File: config.mk
export PLATFORM = sky130hd
export DESIGN_NAME = or3_x4
export DESIGN_NICKNAME = d
export VERILOG_FILES = /design/src/rtl/or3_x4.sv
export SDC_FILE = /design/constraint.sdc
export NUM_CORES = 1
export LEC_CHECK = 0
export CAP_MARGIN = 25
export CORE_MARGIN = 5
export CORE_UTILIZATION = 35
export CTS_BUF_LIST = sky130_fd_sc_hd__clkbuf_8 sky130_fd_sc_hd__clkbuf_16
export CTS_CLUSTER_DIAMETER = 200
export CTS_CLUSTER_SIZE = 14
export DETAILED_ROUTE_END_ITERATION = 16
export GPL_ROUTABILITY_DRIVEN = 0
export PLACE_DENSITY = 0.6
export SLEW_MARGIN = 5
export SYNTH_ARGS = -nofsm -noshare
export SYNTH_HDL_FRONTEND = slang
export SYNTH_SLANG_ARGS = --single-unit
File: constraint.sdc
create_clock -name clk -period 2 [get_ports clk]
set_input_delay 0.4 -clock clk [delete_from_list [all_inputs] [get_ports clk]]
set_output_delay 0.4 -clock clk [all_outputs]
set_load 0.05 [all_outputs]
File: src/rtl/or3_x4.sv
// Three-input OR with registered copy, rising-edge pulse, saturating high-cycle
// counter and an optional sticky input-combination mask (macro OR3_X4_COVER_EN).
module or3_x4 #(
    parameter int CNT_W = 16
) (
    input  logic             clk,
    input  logic             rst_n,
    input  logic             A1,
    input  logic             A2,
    input  logic             A3,
    input  logic             clr,
    output logic             ZN,
    output logic             zn_q,
    output logic             zn_rise,
    output logic [CNT_W-1:0] hi_cnt,
    output logic [7:0]       cov
);

    localparam logic [CNT_W-1:0] CNT_MAX = '1;

    logic             r_zn_q;
    logic             r_zn_rise;
    logic [CNT_W-1:0] r_hi_cnt;
    logic             w_cnt_sat;

    // Plain OR so X/Z propagates with normal Verilog semantics.
    assign ZN        = A1 | A2 | A3;
    assign w_cnt_sat = (r_hi_cnt == CNT_MAX);

    always_ff @(posedge clk or negedge rst_n) begin
        if (!rst_n) begin
            r_zn_q    <= 1'b0;
            r_zn_rise <= 1'b0;
        end else begin
            r_zn_q    <= ZN;
            r_zn_rise <= ZN & ~r_zn_q;
        end
    end

    always_ff @(posedge clk or negedge rst_n) begin
        if (!rst_n) begin
            r_hi_cnt <= '0;
        end else if (clr) begin
            r_hi_cnt <= '0;
        end else if (ZN && !w_cnt_sat) begin
            r_hi_cnt <= r_hi_cnt + 1'b1;
        end
    end

`ifdef OR3_X4_COVER_EN
    logic [7:0] r_cov;
    logic [2:0] w_idx;

    assign w_idx = {A1, A2, A3};

    always_ff @(posedge clk or negedge rst_n) begin
        if (!rst_n) begin
            r_cov <= 8'h00;
        end else if (clr) begin
            r_cov <= 8'h00;
        end else begin
            r_cov[w_idx] <= 1'b1;
        end
    end

    assign cov = r_cov;
`else
    assign cov = 8'h00;
`endif

    assign zn_q    = r_zn_q;
    assign zn_rise = r_zn_rise;
    assign hi_cnt  = r_hi_cnt;

endmodule

==> results.yml <==
setup_path:
  crit_required_ns: 1.60
  reg2reg_to: "hi_cnt[13]"
  r2r_start: "hi_cnt[7]"
  cp_max_fo: 8
  critPathCapture: "ZN"
  cp-start-kind: "input port"
  rr_worst_depth: 4
  arrival_ns: 1.54
  critical_path_class: "in2out"
  rrSetupSlack_ns: 0.13
  critPathCaptureType: "output pin"
  worstSetupStartpoint: "A2"
floorplan:
  dieHeight_um: 64.6
  design.die.area_sq_um: 4180
  boundaryPins: 33
  start_util_pct: 37.2
  coreArea_sq_um: 2810
  die_w_um: 64.6
  fp-row-count: 19
clocking:
  cts.clk_slew.worst_paths_ns: 0.07
  cts_setup_buffers: 0
  cts_max_level: 1
  cts-root-buf: "clkbuf_8"
  cts_tree: "done"
  cts_inserted_buffers: 3
  clk_path_buf_depth: 2
  cts.sinks: 18
  clock_latency_ns: 0.26
drt:
  drc: 0
  routed_wl_um: 2750
  wl_per_cell_um: 15.5
  drt_pass1_iterations: 4
  antenna_left: 0
  vias: 996
  drt_iter0_markers: 24
  via_per_inst: 5.63
sta:
  slew_violations: 0
  fmax_mhz: 515
  timing.final.ws_setup_ns: 0.0574
  slew_headroom_pct: 66.2
  fin_worst_skew_ns: 0.000817
  rsz0062_at_grt: "yes"
  period_needed_ns: 1.94
  fin_crit_sh_pct: 97.1
  hold_violations: 0
  finalSetupViolations: 0
  fin_hold_ws_ns: 0.442
  worstMarginPinSlew_ns: 0.505
placed_design:
  post-dp-hpwl_um: 2040
  dp_slack_ns: -0.259
  placed_cells: 173
  portBuffers: 24
pwr:
  power_density_nw_per_um2: 545
  p_total_mw: 0.772
  peakVddDrop_v: 0.000382
  p_leak_nw: 0.532
final_layout:
  drive_above_1_share_pct: 23.3
  post-route-util_pct: 50.5
  nFillCells: 281
  layout_commonest_cell: "clkdlybuf4s50_1"
  fin_cells: 177
  antennaDiodeCount: 0
  nets: 154
  most-common-layout-cells: "clkdlybuf4s50_1 (21), a21oi_1 (12), buf_4 (12)"
  area_growth_pct: 35.6
  seqCellArea_sq_um: 464
  multiInputGateArea_sq_um: 527
outcome:
  status: "finished, final reports clean"
global_route:
  grt_use_total_pct: 14.6
  grt-ovfl-total: 0
  grt_pass1_vias: 1008
  grt_max_degree: 19
  grt_pass1_wl_um: 4840
  antenna_found_initial: 0
hold_path:
  min_from: "zn_q"
  hold_class: "reg2reg"
yosys:
  synth-warning-count: 0
  ys_types: 35
  yosys_register_bits: 18
  seq_area_frac_synth_pct: 43.1
  synth_cells: 114
  avgSynthCellArea_sq_um: 9.16
  netlist_area_sq_um: 1040
job:
  cap_viol_max_count: 0
## critical path: stages
cell	delay [ns]
clkdlybuf4s50_1	0.40
nor3_1	0.18
buf_4	0.16
buf_6	0.12
buf_4	0.11
inv_2	0.04
buf_6	0.14
## sequential cells by signal, summed over array words and instances (netlist names)
| register | count |
|---|---|
| zn_rise | 1 |
| zn_q | 1 |
| hi_cnt | 16 |
## worst min path at each step
stage                            to  slack (ns)  cells past startpoint
after floorplan           hi_cnt[0]        0.10                      0
after global routing        zn_rise        0.47                      1
final                       zn_rise        0.44                      1
after CTS                   zn_rise        0.45                      1
after global placement      zn_rise        0.44                      1
after detailed placement    zn_rise        0.44                      1
## per-stage QoR
step           setup TNS, ns  instance area [sq um]
3_3_place_gp           -1.29                   1360
5_1_grt              -0.0126                   1420
2_1_floorplan              0                   1080
4_1_cts                    0                   1410
6_report                   0                   1420
3_5_place_dp           -1.68                   1360
## power by group
group	switching [mW]	internal, mW
Sequential	0.00832	0.371
Combinational	0.0891	0.0382
Clock	0.128	0.137
## kinds of logic (layout without fill, tap and decap cells)
family,Yosys count,after routing,synth area share (%)
compound gates,29,29,17.5
other cells,1,8,0.359
flops,18,18,43.1
fa+ha+maj,1,1,1.20
buf+inv,19,44,10.1
simple gates,44,44,25.6
mux,2,2,2.16
## Yosys cell counts, drive strengths merged
cell,number,area (sq um)
nor3,4,20.0
o31ai,8,60.1
buf,12,78.8
clkbuf,2,7.51
nor4,2,12.5
a21oi,12,60.1
o21a,1,7.51
nor2,5,18.8
a311oi,1,8.76
nor3b,2,15.0
a31oi,1,6.26
mux2,2,22.5
conb,1,3.75
o21ai,3,15.0
dfrtp,18,450
nand3,5,30.0
nand2,3,11.3
ha,1,12.5
or2,1,6.26
or4b,1,10.0
or3,5,31.3
nand4,4,25.0
a21boi,1,7.51
a211oi,1,7.51
nor2b,3,18.8
inv,5,18.8
and3,1,6.26
or4,8,62.6
o21ba,1,10.0
## cell type report
type                    count  area share, %
clock inverters             1          0.265
well taps                  31           2.74
multi-input cells          84           37.2
inverters                   5           1.33
clock buffers               3           2.92
flip-flops and latches     18           32.8
repair buffers             35           22.8
## metal layers
| metal | part of all wire (%) | global-route usage [%] |
|---|---|---|
| met1 | 44 | 18.5 |
| met2 | 50 | 23.8 |
| met3 | 5.1 | 4.49 |
| met4 | 1.1 | 4.75 |
| met5 | 0 | 0 |
## what timing repair did
item / in CTS / in global routing
resized for setup: 1 / 2
setup endpoints to repair: 1 / 5
hold buffers: 0 / 0
pin swaps: 0 / 1
Power figures use the tool's default switching activity.
